==> src/rtl/uart_tx_fifo.sv <==
// uart_tx_fifo: 8N1 UART transmitter, LSB first, with a small byte FIFO in front.
//
// Ports:
//   clk       system clock, single domain
//   rst_n     asynchronous active-low reset
//   we        write strobe; byte taken on rising clk when we && !full
//   wdata     byte to transmit
//   full      FIFO holds FIFO_DEPTH bytes
//   busy      frame in progress or FIFO non-empty
//   overflow  sticky flag: a write was attempted while full (cleared by reset only)
//   tx        serial line, idle high, registered
module uart_tx_fifo #(
    parameter int unsigned WAIT       = 8,  // clocks per bit, >= 2
    parameter int unsigned FIFO_DEPTH = 4   // power of two, >= 2
) (
    input  logic       clk,
    input  logic       rst_n,
    input  logic       we,
    input  logic [7:0] wdata,
    output logic       full,
    output logic       busy,
    output logic       overflow,
    output logic       tx
);

    localparam int unsigned AW = (FIFO_DEPTH > 1) ? $clog2(FIFO_DEPTH) : 1;
    localparam int unsigned CW = $clog2(FIFO_DEPTH + 1);
    localparam int unsigned TW = (WAIT > 1) ? $clog2(WAIT) : 1;

    localparam logic [CW-1:0] COUNT_FULL = CW'(FIFO_DEPTH);
    localparam logic [TW-1:0] CNT_LAST   = TW'(WAIT - 1);

    localparam logic [1:0] ST_IDLE  = 2'd0;
    localparam logic [1:0] ST_START = 2'd1;
    localparam logic [1:0] ST_DATA  = 2'd2;
    localparam logic [1:0] ST_STOP  = 2'd3;

    logic [7:0]    mem [FIFO_DEPTH];
    logic [AW-1:0] wr_ptr;
    logic [AW-1:0] rd_ptr;
    logic [CW-1:0] count;

    logic [1:0]    state;
    logic [TW-1:0] cnt;
    logic [2:0]    bitn;
    logic [7:0]    shreg;
    logic          tx_q;
    logic          ovf_q;

    logic push;
    logic pop;
    logic cnt_end;
    logic nonempty;

    assign nonempty = (count != '0);
    assign full     = (count == COUNT_FULL);
    assign cnt_end  = (cnt == CNT_LAST);
    assign push     = we && !full;
    // The FSM takes the head byte when idle, or at the end of a stop bit so frames abut.
    assign pop      = nonempty && ((state == ST_IDLE) || ((state == ST_STOP) && cnt_end));

    assign busy     = (state != ST_IDLE) || nonempty;
    assign overflow = ovf_q;
    assign tx       = tx_q;

    // Storage is not reset; only the pointers and count define valid contents.
    always_ff @(posedge clk) begin
        if (push) begin
            mem[wr_ptr] <= wdata;
        end
    end

    always_ff @(posedge clk or negedge rst_n) begin
        if (!rst_n) begin
            wr_ptr <= '0;
            rd_ptr <= '0;
            count  <= '0;
            ovf_q  <= 1'b0;
        end else begin
            if (push) begin
                wr_ptr <= wr_ptr + 1'b1;
            end
            if (pop) begin
                rd_ptr <= rd_ptr + 1'b1;
            end
            case ({push, pop})
                2'b10:   count <= count + 1'b1;
                2'b01:   count <= count - 1'b1;
                default: count <= count;
            endcase
            // A write while full is dropped even if a pop frees a slot this cycle.
            if (we && full) begin
                ovf_q <= 1'b1;
            end
        end
    end

    always_ff @(posedge clk or negedge rst_n) begin
        if (!rst_n) begin
            state <= ST_IDLE;
            cnt   <= '0;
            bitn  <= '0;
            shreg <= '0;
            tx_q  <= 1'b1;
        end else begin
            case (state)
                ST_IDLE: begin
                    tx_q <= 1'b1;
                    if (pop) begin
                        shreg <= mem[rd_ptr];
                        state <= ST_START;
                        tx_q  <= 1'b0;
                        cnt   <= '0;
                    end
                end
                ST_START: begin
                    if (cnt_end) begin
                        state <= ST_DATA;
                        tx_q  <= shreg[0];
                        bitn  <= '0;
                        cnt   <= '0;
                    end else begin
                        cnt <= cnt + 1'b1;
                    end
                end
                ST_DATA: begin
                    if (cnt_end) begin
                        cnt <= '0;
                        if (bitn == 3'd7) begin
                            state <= ST_STOP;
                            tx_q  <= 1'b1;
                        end else begin
                            // Next bit is shreg[1] before the shift lands.
                            shreg <= shreg >> 1;
                            tx_q  <= shreg[1];
                            bitn  <= bitn + 1'b1;
                        end
                    end else begin
                        cnt <= cnt + 1'b1;
                    end
                end
                ST_STOP: begin
                    if (cnt_end) begin
                        cnt <= '0;
                        if (pop) begin
                            shreg <= mem[rd_ptr];
                            state <= ST_START;
                            tx_q  <= 1'b0;
                        end else begin
                            state <= ST_IDLE;
                            tx_q  <= 1'b1;
                        end
                    end else begin
                        cnt <= cnt + 1'b1;
                    end
                end
                default: begin
                    state <= ST_IDLE;
                    tx_q  <= 1'b1;
                end
            endcase
        end
    end

endmodule

==> config.mk <==
export PLATFORM = sky130hd
export DESIGN_NAME = uart_tx_fifo
export DESIGN_NICKNAME = d
export VERILOG_FILES = /design/src/rtl/uart_tx_fifo.sv
export SDC_FILE = /design/constraint.sdc
export NUM_CORES = 1
export LEC_CHECK = 0
export BUFFER_PORTS_ARGS = -buffer_cell sky130_fd_sc_hd__buf_4
export CAP_MARGIN = 10
export CORE_AREA = 2 2 80 82
export DETAILED_ROUTE_END_ITERATION = 6
export DIE_AREA = 0 0 82 84
export PLACE_DENSITY = 0.64
export SYNTH_ARGS = -nofsm -noshare
export SYNTH_HDL_FRONTEND = slang
export SYNTH_SLANG_ARGS = --single-unit
==> constraint.sdc <==
create_clock -name clk -period 2.7 [get_ports clk]
set_input_delay 0.135 -clock clk [delete_from_list [all_inputs] [get_ports clk]]
set_output_delay 0.135 -clock clk [all_outputs]
set_load 0.01 [all_outputs]
==> results of run 1 <==
[sequential cells by signal, summed over array words and instances, names as in the netlist]
signal,cells
overflow,1
count,3
tx,1
state,2
wr_ptr,2
shreg,8
rd_ptr,2
bitn,3
cnt,3
mem,32
[worst reg2reg max path: cells and delay by family (launching register included)]
family | cells | cell delay [ns]
fa+ha+maj | 4 | 1.08
flops | 1 | 0.39
xor+xnor | 2 | 0.31
compound gates | 1 | 0.25
simple gates | 2 | 0.18
[power groups by stage]
stage	clock network [uW]	logic, uW	registers, uW
6_report	770	1350	1450
5_1_grt	834	1530	1490
2_1_floorplan	0	1150	1360
4_1_cts	793	1370	1460
3_5_place_dp	0	1350	1470
3_3_place_gp	0	1320	1470
[routing by layer]
metal	GRT usage	up-vias
li1	-	744
met1	0.188	744
met2	0.226	26
met3	0.0584	7
met4	0.0636	0
met5	0	-
[synthesized netlist by cell type (2+ instances only)]
master / count / area [um^2]
edfxtp_1: 32 / 961
dfrtp_1: 24 / 601
mux2_2: 15 / 169
ha_1: 14 / 175
nand2_1: 9 / 33.8
mux2i_1: 8 / 80.1
nor2_1: 8 / 30.0
a31oi_1: 6 / 37.5
inv_1: 6 / 22.5
o22ai_1: 6 / 37.5
and2_1: 4 / 25.0
o21ai_0: 4 / 20.0
xnor2_1: 4 / 35.0
a21bo_2: 3 / 30.0
buf_2: 3 / 15.0
o31ai_1: 3 / 22.5
a21o_1: 2 / 15.0
a21oi_1: 2 / 10.0
clkbuf_1: 2 / 7.51
inv_2: 2 / 7.51
nand3b_1: 2 / 15.0
nand4_1: 2 / 12.5
nor2_2: 2 / 12.5
nor2b_1: 2 / 12.5
xor2_1: 2 / 17.5
[cell type report]
class / instances / area, um^2 / area share
sequential: 57 / 1590 / 0.513
clock buffer: 13 / 149 / 0.0481
multi-input combinational: 114 / 966 / 0.312
timing repair buffer: 26 / 220 / 0.0712
inverter: 9 / 33.8 / 0.0109
tap: 77 / 96.3 / 0.0311
clock inverter: 3 / 41.3 / 0.0133
[kinds of logic (layout without fill, tap and decap cells)]
logic type,count (synthesis),after routing,synth area share
mux,25,25,0.109
simple gates,36,36,0.0742
fa+ha+maj,15,15,0.0743
xor+xnor,6,6,0.0200
compound gates,32,32,0.0900
buf+inv,16,51,0.0286
flops,57,57,0.604
[worst max path at each step]
stage | from | to | slack [ns] | cells after the start
4_1_cts | cnt[0] | count[2] | 0.37 | 9
5_1_grt | cnt[0] | count[2] | 0.23 | 9
3_5_place_dp | cnt[0] | count[2] | 0.36 | 9
6_report | cnt[0] | count[2] | 0.37 | 9
2_1_floorplan | count[0] | count[1] | 0.51 | 7
3_3_place_gp | cnt[0] | count[2] | 0.44 | 9
[stage by stage]
step,setup slack [ns],power [uW],hold slack [ns]
global route,0.226,3860,0.265
finish,0.372,3570,0.249
CTS,0.369,3620,0.243
floorplan,0.513,2510,-0.161
detailed placement,0.364,2820,0.0643
global placement,0.442,2790,0.0634
[layout by cell type, fill, tap and decap left out, types with 3 or more instances in the layout]
cell type	count
edfxtp_1	32
dfrtp_1	24
buf_4	16
mux2_2	15
ha_1	14
clkbuf_8	10
dlygate4sd3_1	10
nand2_1	9
nor2_1	8
mux2i_1	8
inv_1	6
o22ai_1	6
a31oi_1	6
and2_1	4
o21ai_0	4
xnor2_1	4
a21bo_2	3
o31ai_1	3
clkbuf_1	3
[timing repair]
item                                   4_1_cts  5_1_grt
hold buffers                                10        0
endpoints found under the hold margin       58        0
buffers inserted                             0        0
==> flow_summary.ini, run 1 <==
[status]
status = complete, no violations

[sta]
slew_headroom = 0.468
worst_pin_slew_ns = 0.799
setup_viol = 0
rsz0062_at_grt = no
finalCritPeriodShare = 0.862
tns_ns = 0
min_period_ns = 2.33
finClkSkew_ns = 0.00557
hold_viol = 0
maxSlewViolCount = 0
max_freq_ghz = 0.429

[yosys]
ys.flop_type = edfxtp_1
synth_cell_types = 45
avgSynthCellArea_um2 = 14.1
async_flop_share = 0.439
syn-num-nets = 213
yosys_register_bits = 57
ys_seq_area_frac = 0.604
netlist_area_um2 = 2630
syn_inst = 187
synth_edf_count = 32
yosys_warnings = 0

[floorplanning]
initial_utilization = 0.431
die_y_um = 84
die_x_um = 82
die-area_um2 = 6890
io_pins = 15
coreArea_um2 = 6100
rows = 29

[cts]
root_buffer = clkbuf_8
htreeDepth = 3
path_clk_slew_ns = 0.06
cts_tree = yes
ctsResizeCount = 0
clk_path_buf_depth = 2
cts_buffers = 9
clock_latency_ns = 0.33
cts_sinks = 57

[global_route]
grt_pass1_vias = 1492
grt_pass1_wl_um = 7310
track_usage = 0.149
grt_max_degree = 26
overflow = 0
antenna_found_initial = 0

[final_layout]
fillCellCount = 537
syn_to_final_growth_pct = 17.7
fin_cells = 299
final_nets = 243
fin_area_um2 = 3090
postLayoutCoreUtil = 0.508
insertedDiodeCount = 0
drive_above_1_share = 0.261

[power_and_ir_drop]
p_clk_frac = 0.216
p_leak_uw = 0.00128
switching_share = 0.343
power.internal_uw = 2340
ir_drop_uv = 565
pwr-share-seq = 0.407
p_sw_uw = 1230
p_per_area_nw_per_um2 = 1150
pwr-share-comb = 0.377

[setup_path]
timing.critical_path.cells = ha_1 -> ha_1 -> a21oi_1 -> nor2_2 -> ha_1 -> fa_1 -> xnor2_1 -> nor2_1 -> xor2_1
cp_common_cell = ha_1
r2r_setup_slack_ns = 0.37
required_ns = 2.91
crit_slowest_cell = dfrtp_1
cp-end-kind = flop
worstPathArrival_ns = 2.54
cpLargestDelayFamily = adder cells
crit_type = reg -> reg
start_kind = flop
r2r_start = cnt[0]
r2r_cells = 9
reg2reg_to = count[2]
critPathBufInv = 0
critical-path-max-stage-delay_ns = 0.39
path_max_fanout = 7

[placement]
portBuffers = 14
dpl-instance-area_um2 = 2800
dp_hpwl_um = 2790
routabilityCongestion = 0.689
place_inst = 273

[run]
cap_violations = 0

[routing]
drtAntennaViolNets = 0
firstDrtPassIters = 4
wl_per_cell_um = 14.9
drcViolationCount = 0
vias = 1521
viasPerCell = 5.09
drtIter0Drc = 55
dr_wl_met3_um = 147
wl_met2_um = 2140
dr.max_layer_used = met4
wl_met1_um = 2100
drt_wl_total_um = 4470

[worst_hold_path]
hold_class = in -> async
No activity file was read; power rests on OpenSTA's default activity.
==> run 2: changes to the inputs <==
Settings changed: CORE_AREA 2 2 80 82 to 2 2 76 86, DIE_AREA 0 0 82 84 to 0 0 78 88, PLACE_DENSITY 0.64 to 0.65.
==> run 2 against run 1 <==
  * Worst hold slack got worse by 0.0016 ns
  * First-iteration DRC count up 25%
  * Power rose by 2.0%
  * Sequential share of layout area shrank 0.31 points
  * Critical endpoint unchanged
  * Largest power group unchanged
==> flow_summary.ini, run 2 (same netlist as run 1, synthesis figures left out) <==
[status]
status = complete, no violations

[setup_path]
crit_type = reg -> reg
cp-end-kind = flop
startpoint = cnt[0]
start_kind = flop
path_max_fanout = 7
r2r_start = cnt[0]
required_ns = 2.92
worstPathArrival_ns = 2.53

[final_layout]
largestRegisters = mem: 32 flops, shreg: 8 flops
fin_cells = 301
final_nets = 242
postLayoutCoreUtil = 0.518
registers.top_by_ff_count = mem
fillCellCount = 520
syn_to_final_growth_pct = 18.4
final_cell_mix = edfxtp_1, dfrtp_1, mux2_2, buf_4, ha_1
insertedDiodeCount = 0
largest_reg_flops = 32
drive_above_1_share = 0.258
mostFrequentLayoutCell = edfxtp_1

[sta]
rsz0062_at_grt = no
hold_viol = 0
tns_ns = 0
slew_headroom = 0.457
min_period_ns = 2.31
max_freq_ghz = 0.433
finClkSkew_ns = 0.00944
worst_pin_slew_ns = 0.815
setup_viol = 0
whs_ns = 0.248
finalCritPeriodShare = 0.855
maxSlewViolCount = 0
setup_ws_ns = 0.392

[routing]
firstDrtPassIters = 4
viasPerCell = 5.03
wl_per_cell_um = 14.4
drt_wl_total_um = 4350
vias = 1515
drtAntennaViolNets = 0
drtIter0Drc = 69
drcViolationCount = 0

[placement]
pre_cts_ws_ns = 0.381
portBuffers = 14
routabilityCongestion = 0.733
dp_hpwl_um = 2830
place_inst = 275

[global_route]
grt_max_degree = 26
grt_pass1_vias = 1528
antenna_found_initial = 0
overflow = 0
grt_pass1_wl_um = 7670
track_usage = 0.153

[power_and_ir_drop]
p_leak_uw = 0.00129
p_per_area_nw_per_um2 = 1170
ir_drop_uv = 502

[floorplanning]
die_y_um = 88
die_x_um = 78
rows = 30
io_pins = 15
initial_utilization = 0.438
die-area_um2 = 6860
coreArea_um2 = 6010

[cts]
clock_latency_ns = 0.33
cts_sinks = 57
cts_tree = yes
root_buffer = clkbuf_8
path_clk_slew_ns = 0.07
clk_path_buf_depth = 2
htreeDepth = 3
cts_buffers = 9

[run]
cap_violations = 0

[worst_hold_path]
hold_class = in -> async
-- run 2: final cells by class --
| cell class | count | area, um^2 | area share |
|---|---|---|---|
| clock inverter | 4 | 67.6 | 0.0217 |
| timing repair buffer | 25 | 213 | 0.0683 |
| inverter | 9 | 33.8 | 0.0109 |
| sequential | 57 | 1590 | 0.510 |
| clock buffer | 12 | 145 | 0.0466 |
| tap | 80 | 100 | 0.0322 |
| multi-input combinational | 114 | 966 | 0.310 |
-- run 2: worst max-delay path, stage by stage (launching register included) --
cell and delay (ns):
dfrtp_1 0.40, ha_1 0.21, ha_1 0.27, a21oi_1 0.23, nor2_2 0.11, ha_1 0.23, fa_1 0.38, xnor2_1 0.16
nor2_1 0.06, xor2_1 0.13
-- run 2: path summary, 6_finish.rpt --
| path | to | cells after the start | slack [ns] |
|---|---|---|---|
| min | count[0] | 2 | 0.25 |
| max reg2reg | count[2] | 9 | 0.39 |
| max in group asynchronous | tx | 2 | 2.15 |
| max | count[2] | 9 | 0.39 |
| min reg2reg | overflow | 1 | 0.46 |
| min in group clk | overflow | 1 | 0.46 |
-- run 2: timing repair --
action | 4_1_cts | 5_1_grt
setup buffers | 0 | 0
gates resized for setup | 0 | 0
endpoints found under the hold margin | 56 | 0
hold buffers | 10 | 0
-- run 2: where the power goes --
group          internal (uW)  switching, uW  leakage, uW
clock network            539            319     0.000106
logic                    669            658     0.000593
registers               1220            238     0.000592
-- run 2: stage by stage --
step,cell area (um^2),power (uW)
5_1_grt,3110,3930
2_1_floorplan,2630,2510
6_report,3110,3640
4_1_cts,3110,3690
3_5_place_dp,2800,2810
3_3_place_gp,2800,2780
-- run 2: routing by layer --
metal | wire [um] | global-route usage
met2 | 2100 | 0.237
met3 | 142 | 0.0464
met1 | 2010 | 0.194
met4 | 97 | 0.0813
met5 | 0 | 0
